--- config.mk ---
export PLATFORM = sky130hd
export DESIGN_NAME = data_table_wr_arb
export DESIGN_NICKNAME = d
export VERILOG_FILES = /design/src/rtl/data_table_wr_arb.sv
export SDC_FILE = /design/constraint.sdc
export NUM_CORES = 1
export LEC_CHECK = 0
export CORE_MARGIN = 5
export CORE_UTILIZATION = 30
export CTS_BUF_LIST = sky130_fd_sc_hd__clkbuf_8
export DETAILED_ROUTE_END_ITERATION = 12
export GPL_ROUTABILITY_DRIVEN = 0
export PLACE_DENSITY_LB_ADDON = 0.05
export SYNTH_ARGS = -nofsm -noshare
export SYNTH_HDL_FRONTEND = slang
export SYNTH_SLANG_ARGS = --single-unit
--- constraint.sdc ---
create_clock -name clk_i -period 4.1 [get_ports clk_i]
set_input_delay 1.025 -clock clk_i [delete_from_list [all_inputs] [get_ports clk_i]]
set_output_delay 1.025 -clock clk_i [all_outputs]
set_load 0.1 [all_outputs]
--- src/rtl/data_table_wr_arb.sv ---
// Write-port arbiter for the data-table RAM.
// Several requesters share one registered RAM write port; a clear sequence
// can take the port over to zero-fill the whole RAM, one word per cycle.
// Optional feature: define DATA_TABLE_WR_ARB_RR_EN for round-robin
// arbitration; otherwise fixed priority, lowest requester index first.
//
// state    | meaning
// ST_ARB   | normal operation, requesters compete for the write port
// ST_CLEAR | zero-fill in progress, one write per cycle, requests held off
module data_table_wr_arb #(
    parameter int A_WIDTH = 10,
    parameter int D_WIDTH = 59,
    parameter int REQ_CNT = 2
) (
    input  logic                       clk_i,
    input  logic                       rst_n_i,
    input  logic [REQ_CNT-1:0]         req_valid_i,
    input  logic [REQ_CNT*A_WIDTH-1:0] req_addr_i,
    input  logic [REQ_CNT*D_WIDTH-1:0] req_data_i,
    output logic [REQ_CNT-1:0]         req_ready_o,
    input  logic                       clear_ram_run_i,
    output logic                       clear_ram_done_o,
    output logic                       busy_o,
    output logic [A_WIDTH-1:0]         wr_addr_o,
    output logic [D_WIDTH-1:0]         wr_data_o,
    output logic                       wr_en_o
);

    localparam int PW = (REQ_CNT > 1) ? $clog2(REQ_CNT) : 1;

    typedef enum logic {ST_ARB, ST_CLEAR} state_t;

    state_t             state_q, state_d;
    logic [A_WIDTH-1:0] clr_cnt_q, clr_cnt_d;
    logic               wr_en_q, wr_en_d;
    logic [A_WIDTH-1:0] wr_addr_q, wr_addr_d;
    logic [D_WIDTH-1:0] wr_data_q, wr_data_d;
    logic               done;

    logic [REQ_CNT-1:0] grant;
    logic [PW-1:0]      gnt_idx;
    logic [PW-1:0]      cand;
    logic               gnt_found;
    logic               accept;
    logic [PW-1:0]      search_base;

`ifdef DATA_TABLE_WR_ARB_RR_EN
    logic [PW-1:0]      rr_ptr_q, rr_ptr_d;

    // After granting requester k the search starts at k+1, wrapping to 0.
    always_comb begin
        rr_ptr_d = rr_ptr_q;
        if (accept) begin
            if (gnt_idx == PW'(REQ_CNT - 1)) begin
                rr_ptr_d = '0;
            end else begin
                rr_ptr_d = gnt_idx + 1'b1;
            end
        end
    end

    // Round-robin pointer register.
    always_ff @(posedge clk_i or negedge rst_n_i) begin
        if (!rst_n_i) begin
            rr_ptr_q <= '0;
        end else begin
            rr_ptr_q <= rr_ptr_d;
        end
    end

    assign search_base = rr_ptr_q;
`else
    assign search_base = '0;
`endif

    // Pick the first valid requester starting at search_base; a clear
    // pulse or the CLEAR state blocks every grant.
    always_comb begin
        grant     = '0;
        gnt_idx   = '0;
        cand      = '0;
        gnt_found = 1'b0;
        for (int i = 0; i < REQ_CNT; i++) begin
            cand = PW'((int'(search_base) + i) % REQ_CNT);
            if (!gnt_found && req_valid_i[cand]) begin
                gnt_found = 1'b1;
                gnt_idx   = cand;
            end
        end
        if (state_q == ST_ARB && !clear_ram_run_i && gnt_found) begin
            grant[gnt_idx] = 1'b1;
        end
    end

    assign accept = |grant;

    // Next state, clear counter and next write-port contents.
    always_comb begin
        state_d   = state_q;
        clr_cnt_d = clr_cnt_q;
        done      = 1'b0;
        wr_en_d   = 1'b0;
        wr_addr_d = wr_addr_q;
        wr_data_d = wr_data_q;
        case (state_q)
            ST_ARB: begin
                if (clear_ram_run_i) begin
                    state_d   = ST_CLEAR;
                    clr_cnt_d = '0;
                end else if (accept) begin
                    wr_en_d   = 1'b1;
                    wr_addr_d = req_addr_i[int'(gnt_idx)*A_WIDTH +: A_WIDTH];
                    wr_data_d = req_data_i[int'(gnt_idx)*D_WIDTH +: D_WIDTH];
                end
            end
            ST_CLEAR: begin
                wr_en_d   = 1'b1;
                wr_addr_d = clr_cnt_q;
                wr_data_d = '0;
                // A new run pulse restarts from 0 and swallows the done pulse.
                if (clear_ram_run_i) begin
                    clr_cnt_d = '0;
                end else if (&clr_cnt_q) begin
                    done      = 1'b1;
                    state_d   = ST_ARB;
                    clr_cnt_d = '0;
                end else begin
                    clr_cnt_d = clr_cnt_q + 1'b1;
                end
            end
            default: begin
                state_d = ST_ARB;
            end
        endcase
    end

    // State, counter and registered write port.
    always_ff @(posedge clk_i or negedge rst_n_i) begin
        if (!rst_n_i) begin
            state_q   <= ST_ARB;
            clr_cnt_q <= '0;
            wr_en_q   <= 1'b0;
            wr_addr_q <= '0;
            wr_data_q <= '0;
        end else begin
            state_q   <= state_d;
            clr_cnt_q <= clr_cnt_d;
            wr_en_q   <= wr_en_d;
            wr_addr_q <= wr_addr_d;
            wr_data_q <= wr_data_d;
        end
    end

    assign req_ready_o      = grant;
    assign clear_ram_done_o = done;
    assign busy_o           = (state_q == ST_CLEAR);
    assign wr_en_o          = wr_en_q;
    assign wr_addr_o        = wr_addr_q;
    assign wr_data_o        = wr_data_q;

endmodule

* Word-level counts from Yosys, hierarchy flattened
Cells that the tools add are included.
Word-level totals: word-level logic and storage cells 51, input port bits 143, output and inout port bits 74, register bits 81
Cells by class: $add $sub $neg 1, shift-type cells 2, reductions and logical operators 9, $mul 2, bitwise logic cells 1, eq/ne operators 3, multiplexer cells 26, $lt $le $gt $ge 2
Operators with widths (number):
- $mux 59 | 2
- $pmux 59 s2 | 1
- $shiftx 118x8->59 | 1
- $mux 10 | 5
- $pmux 10 s2 | 2
- $shiftx 20x6->10 | 1
- $mux 1 | 12
- $add 10x1->10 const B | 1
- $reduce_and 10->1 | 1
- $mul 1x6->7 const B | 1
- $ne 2x2->1 const B | 3
- $logic_and 1x1->1 | 4
- $mul 1x3->4 const B | 1
- $pmux 1 s2 | 2
- $logic_not 1->1 | 2
- $lt 1x2->1 const B | 1
- $mux 2 | 1
- $reduce_and 2->1 | 1
- $reduce_or 2->1 | 1
- $demux 1 s1 | 1
- $ge 1x1->1 const B | 1
- $not 1->1 | 1

* Logic depth before layout (Yosys ltp)
Gate-level depths: netlist of the first run.
word-level depth 13, gate-level depth with buffers 6

* Least setup slack after synthesis of the first run
No wires, ideal clock.
kind input-to-output, start point in req_valid_i[0], end point out req_ready_o[1], setup slack -0.437 ns, arrival 3.512 ns, stages on the path 4, path through nand2b_1 -> buf_4 -> buf_4 -> nor3_1
On the way: longest elaborated chain between the ends 9, elaborated cells between the ends (all ways) 12, those cells by class 2 x order compare; 6 x mux; 4 x reduce/logical
Ends and longest elaborated chain:
- from (decl) | line 17 | input logic [REQ_CNT-1:0] req_valid_i,
- $mux 1 * | line 85 | if (!gnt_found && req_valid_i[cand]) begin
- $logic_not 1->1 | line 85
- $logic_and 1x1->1 | line 85
- $mux 1 | line 85
- $lt 1x2->1 (not written as such) or $ge 1x1->1 (tied branches) | line 91 | grant[gnt_idx] = 1'b1;
- $logic_and 1x1->1 (not written as such) | line 91
- $mux 1 (not written as such) | line 91
- $demux 1 s1 | line 91
- $mux 2 * | line 90 | if (state_q == ST_ARB && !clear_ram_run_i && gnt_found) begin
- to (decl) | line 20 | output logic [REQ_CNT-1:0] req_ready_o,
Every way passes the cells marked *; elsewhere a longest branch is shown, timed or not.

* Worst setup path after layout of the first run
start point in clear_ram_run_i, end point out clear_ram_done_o
On the way: longest elaborated chain between the ends 2
Ends and longest elaborated chain:
- from (decl) | line 21 | input logic clear_ram_run_i,
- $mux 1 | line 121 | if (clear_ram_run_i) begin
- $mux 1 | line 105 | case (state_q)
- to (decl) | line 22 | output logic clear_ram_done_o,
No other way between the ends.

==> impl_metrics.tcl, run 1 <==
set metrics [dict create \
    grt_overflow_total 0 \
    syn_area_um2 3920 \
    start_util_pct 30.8 \
    maxSlewHeadroom_pct 30.1 \
    p_int_mw 1.33 \
    synthFlopType "dfrtp_1" \
    cts.sinks 81 \
    dieWidth_um 124 \
    cts_htree_levels 3 \
    netlist_instances 324 \
    cts_tree "done" \
    clockPowerShare_pct 37.8 \
    cpPeakStageDelay_ns 0.67 \
    layout-drive-gt1-share_pct 6.55 \
    hold_buffers 0 \
    drt_iter0_markers 99 \
    cts_resized 0 \
    cts_buffer_depth 2 \
    finClkSkew_ns 0.0128 \
    vias_per_cell 4.80 \
    slew_violations 0 \
    r2r_setup_slack_ns 1.82 \
    multiInputGateArea_um2 1720 \
    dieHeight_um 124 \
    synth-seq-cells 81 \
    cts-root-buf "clkbuf_8" \
    ant_nets 0 \
    critPathKind "in -> out" \
    fillCellCount 1207 \
    finalWirelength_mm 12.8 \
    clock_latency_ns 0.36 \
    fin_crit_sh_pct 84.0 \
    critPathMaxFanout 9 \
    synth_nets 468 \
    drc_errors 0 \
    antenna_found_initial 0 \
    grt_pass1_wl_mm 20.7 \
    pin_count 217 \
    crit_chain "clkdlybuf4s50_1 > nand2b_4 > nor2_1 > buf_12" \
    regToRegStartpoint "busy_o$_DFF_PN0_" \
    power_switching_mw 0.390 \
    cp.arrival_ns 2.42 \
    yosysSeqAreaShare_pct 51.7 \
    rsz0062_at_grt "false" \
    nets 673 \
    postCtsSetupBuffers 0 \
    worstPathRequired_ns 3.07 \
    power_density_nw_per_um2 267 \
    fmax_mhz 290 \
    p_comb_share_pct 15.1 \
    p_seq_share_pct 47.1 \
    holdCritStartpoint "wr_data_o[20]$_DFFE_PN0P_" \
    vias 3389 \
    areaGrowthSynthToFinish_pct 64.0 \
    hold_class "reg -> reg" \
    io_buffers 216 \
    synthArstFlopShare_pct 100 \
    final_util_pct 50.5 \
    finalSetupViolCount 0 \
    clk_pin_slew_ns 0.07 \
    whs_endpoint "wr_data_o[20]$_DFFE_PN0P_" \
    cts_made_buffers 9 \
    start_kind "input pin" \
    swShare_pct 22.7 \
    drv_cap 0 \
    worst_pin_slew_ns 1.05 \
    n_antenna_cell 0 \
    rows 41 \
    grt_pass1_vias 3747 \
    final-hold-violation-count 0 \
    rr_endpoint "wr_data_o[24]$_DFFE_PN0P_" \
    synth_edf_count 0 \
    grt_max_degree 82 \
    grt_use_total_pct 16.8 \
    status "finished clean" \
    whs_path_depth 1 \
    die-area_um2 15400 \
    slowest_stage "clkdlybuf4s50_1" \
    seq_area_um2 2030 \
    period_minus_slack_ns 3.45 \
    layout_commonest_cell "clkdlybuf4s50_1" \
    ir_drop_mv 0.109 \
    synth_warnings 0 \
    mostFrequentLayoutCells "clkdlybuf4s50_1 (211), dfrtp_1 (81), mux2i_1 (60), o2bb2ai_1 (59), nand2_1 (30)" \
    core_um2 12700 \
    tns_ns 0 \
    p_leak_nw 2.86 \
    worstRegToRegCells 4 \
    synth_cell_type_count 37 \
    dp_hpwl_mm 9.36 \
    first_pass_iters 4 \
    wl_per_cell_um 18.1 \
    end_kind "output port" \
    syn_area_per_cell_um2 12.1 \
]
-- area by class of cell --
| class | instances | area share, % |
|---|---|---|
| inverters | 2 | 0.117 |
| flip-flops and latches | 81 | 31.5 |
| multi-input cells | 214 | 26.8 |
| clock inverters | 2 | 0.526 |
| well taps | 172 | 3.35 |
| clock buffers | 14 | 3.00 |
| repair buffers | 221 | 34.6 |
-- cell usage after synthesis, types with 2 or more instances --
| cell | n | area share [%] |
|---|---|---|
| dfrtp_1 | 81 | 52 |
| mux2i_1 | 60 | 15 |
| o2bb2ai_1 | 59 | 13 |
| nand2_1 | 30 | 2.9 |
| a21oi_1 | 13 | 1.7 |
| buf_2 | 13 | 1.7 |
| a221o_1 | 10 | 2.6 |
| buf_4 | 8 | 1.5 |
| nor2_1 | 7 | 0.67 |
| buf_6 | 5 | 1.4 |
| nand3_1 | 4 | 0.51 |
| nor3_1 | 4 | 0.51 |
| a31oi_1 | 2 | 0.32 |
| inv_1 | 2 | 0.19 |
| nand4_1 | 2 | 0.32 |
| o21ai_1 | 2 | 0.26 |
| xor2_1 | 2 | 0.45 |
-- state kept, by name (all words and copies together) (netlist names) --
signal and count:
busy_o 1, wr_addr_o 10, wr_data_o 59, wr_en_o 1, clr_cnt_q 10
-- stage by stage --
stage	power, mW	setup slack (ns)	instances	instance area (µm²)	hold WS [ns]
after floorplan	0.918	0.431	324	3920	0.505
after global placement	1.09	0.680	690	6200	0.470
after detailed placement	1.09	0.654	690	6200	0.472
after CTS	1.75	0.648	706	6420	0.494
after global routing	1.80	0.592	706	6420	0.508
final	1.72	0.655	706	6420	0.487
-- power by group through the flow --
stage               Sequential, mW  Clock [mW]  Combinational [mW]
floorplan                    0.842           0              0.0755
detailed placement           0.825           0               0.264
global placement             0.824           0               0.263
finish                       0.809       0.648               0.260
CTS                          0.809       0.674               0.265
global route                 0.810       0.712               0.282
-- layer usage --
layer | vias up | wire, µm | track usage [%]
li1 | 1620 | - | -
met1 | 1623 | 5530 | 21.1
met2 | 132 | 6080 | 26.7
met3 | 14 | 915 | 5.96
met4 | 0 | 252 | 5.93
met5 | - | 0 | 0
-- worst max path at each step --
stage	startpoint	slack, ns	cells after the start	end
2_1_floorplan	req_valid_i[0]	0.43	4	req_ready_o[1]
3_3_place_gp	clear_ram_run_i	0.68	4	clear_ram_done_o
3_5_place_dp	clear_ram_run_i	0.65	4	clear_ram_done_o
4_1_cts	clear_ram_run_i	0.65	4	clear_ram_done_o
5_1_grt	clear_ram_run_i	0.59	4	clear_ram_done_o
6_report	clear_ram_run_i	0.65	4	clear_ram_done_o
-- logic make-up (layout without fill, tap and decap cells) --
kind of cell    Yosys count  count (layout)  synth area share (%)
compound gates           91              91                  19.4
xor+xnor                  3               3                 0.671
fa+ha+maj                 1               1                 0.319
buf+inv                  29             239                  4.92
flops                    81              81                  51.7
mux                      61              61                  15.6
simple gates             58              58                  7.38
-- worst max-delay path: cells and delay by family --
kind	cells	cell delay, ns
and+or+nand+nor	2	0.51
buffers and inverters	2	0.88
Note: power is estimated with default switching activity, not from simulation.
==> run 2: changes to the inputs <==
clock period = 3.3 ns   (was 4.1 ns; I/O delays follow)
==> run 2 against run 1 <==
Net effect:
- critical path depth stayed put
- non-clock buffer count is 3 higher
- setup slack worse by 0.23 ns
- register-to-register slack worse by 0.49 ns
- first-iteration DRC count is 15% higher
- sequential power is 24% higher
- total power is 23% higher
- utilization is 1.0 points lower
- wire length is 2.6% lower
- cell count is 0.28% higher
- sequential share of layout area is 0.65 points higher
- critical endpoint is now req_ready_o[0]
- largest power group unchanged
==> impl_metrics.tcl, run 2 (synthesis gave the netlist of run 1 again) <==
set metrics [dict create \
    cp.arrival_ns 2.05 \
    finalSetupViolCount 0 \
    stdcell_count 708 \
    dp_hpwl_mm 9.23 \
    dieHeight_um 124 \
    die-area_um2 15400 \
    ant_nets 0 \
    power_mw 2.11 \
    postCtsSetupBuffers 0 \
    regToRegStartpoint "busy_o$_DFF_PN0_" \
    rsz0062_at_grt "false" \
    hold_buffers 0 \
    clockPowerShare_pct 37.0 \
    placed_area_um2 6090 \
    period_minus_slack_ns 2.87 \
    grt_pass1_wl_mm 20.1 \
    cp_num_buf_inv 2 \
    drc_errors 0 \
    final-hold-violation-count 0 \
    grt_use_total_pct 16.2 \
    drv_cap 0 \
    cts_tree "done" \
    cts_htree_levels 3 \
    grt_overflow_total 0 \
    final_area_um2 6300 \
    worstRegToRegCells 4 \
    start_util_pct 30.8 \
    io_buffers 216 \
    rows 41 \
    first_pass_iters 4 \
    vias_per_cell 4.77 \
    whs_path_depth 1 \
    place_inst 693 \
    hold_class "reg -> reg" \
    clock_latency_ns 0.34 \
    clk_pin_slew_ns 0.07 \
    p_comb_share_pct 15.3 \
    finClkSkew_ns 0.00549 \
    grt_pass1_vias 3655 \
    cts_made_buffers 9 \
    mostFrequentLayoutCells "clkdlybuf4s50_1 (141), dfrtp_1 (81), buf_4 (77), mux2i_1 (60), o2bb2ai_1 (59)" \
    vias 3379 \
    finalWirelength_mm 12.4 \
    swShare_pct 22.4 \
    r2r_setup_slack_ns 1.33 \
    worst_pin_slew_ns 1.04 \
    power_switching_mw 0.473 \
    fillCellCount 1232 \
    cts-root-buf "clkbuf_8" \
    wl_per_cell_um 17.6 \
    critPathKind "in -> out" \
    whs_endpoint "wr_data_o[25]$_DFFE_PN0P_" \
    core_um2 12700 \
    cp_top_family "buffers and inverters" \
    p_int_mw 1.63 \
    drt_iter0_markers 114 \
    crit_chain "clkdlybuf4s50_1 > nor2_8 > and2_1 > buf_12" \
    critPathMaxFanout 8 \
    fin_crit_sh_pct 87.1 \
    cts_resized 0 \
    nets 676 \
    p_seq_share_pct 47.7 \
    dieWidth_um 124 \
    end_kind "output port" \
    layout-drive-gt1-share_pct 20.0 \
    slowest_stage "clkdlybuf4s50_1" \
    slew_violations 0 \
    p_leak_nw 3.03 \
    grt_max_degree 82 \
    rr_endpoint "wr_data_o[21]$_DFFE_PN0P_" \
    tns_ns 0 \
    areaGrowthSynthToFinish_pct 60.7 \
    start_kind "input pin" \
    status "finished clean" \
    fmax_mhz 348 \
    maxSlewHeadroom_pct 30.5 \
    worstPathRequired_ns 2.47 \
    layout_commonest_cell "clkdlybuf4s50_1" \
    n_antenna_cell 0 \
    cts_buffer_depth 2 \
    cts.sinks 81 \
    holdCritStartpoint "wr_data_o[25]$_DFFE_PN0P_" \
    ir_drop_mv 0.163 \
    antenna_found_initial 0 \
    cpPeakStageDelay_ns 0.58 \
    pin_count 217 \
    largest_reg_flops 59 \
    power_density_nw_per_um2 335 \
]
## run 2: cell count changes in the layout (fill, tap and decap cells not counted)
cell	delta
clkdlybuf4s50_1	-70
bufinv_16	+1
buf_12	+3
nor2_2	+1
nor2_1	-1
inv_1	+1
clkinv_2	+1
buf_4	+70
clkbuf_8	-4
## run 2: through the flow
stage / setup WS, ns / hold WS (ns) / util, %
after floorplan: -0.00824 / 0.505 / -
after global placement: 0.435 / 0.473 / 47.8
after detailed placement: 0.418 / 0.475 / 47.8
after CTS: 0.417 / 0.497 / 49.5
after global routing: 0.345 / 0.508 / 49.5
final: 0.427 / 0.492 / 49.5
## run 2: cell type report
cell class / count / area, µm² / share of cell area [%]
Timing Repair Buffer: 224 / 2110 / 33.5
Sequential cell: 81 / 2030 / 32.2
Multi-Input combinational cell: 214 / 1730 / 27.4
Tap cell: 172 / 215 / 3.42
Clock buffer: 10 / 138 / 2.19
Clock inverter: 5 / 72.6 / 1.15
Inverter: 2 / 7.51 / 0.119
## run 2: worst max path at each step
stage	startpoint	endpoint	depth (start not counted)
3_3_place_gp	clear_ram_run_i	req_ready_o[0]	4
2_1_floorplan	busy_o$_DFF_PN0_	req_ready_o[1]	3
3_5_place_dp	clear_ram_run_i	req_ready_o[0]	4
4_1_cts	clear_ram_run_i	req_ready_o[0]	4
5_1_grt	clear_ram_run_i	req_ready_o[0]	4
6_report	clear_ram_run_i	req_ready_o[0]	4
## run 2: routing by layer
layer,share of wire (%),global-route usage [%]
met1,43,20.6
met2,47,26.0
met3,7.5,4.89
met4,1.7,5.67
met5,0,0
## run 2: power by group through the flow
| stage | logic (mW) | registers, mW | clock network (mW) |
|---|---|---|---|
| 2_1_floorplan | 0.0939 | 1.05 | 0 |
| 3_3_place_gp | 0.327 | 1.02 | 0 |
| 3_5_place_dp | 0.329 | 1.02 | 0 |
| 4_1_cts | 0.330 | 1.00 | 0.814 |
| 5_1_grt | 0.351 | 1.01 | 0.851 |
| 6_report | 0.323 | 1.00 | 0.780 |
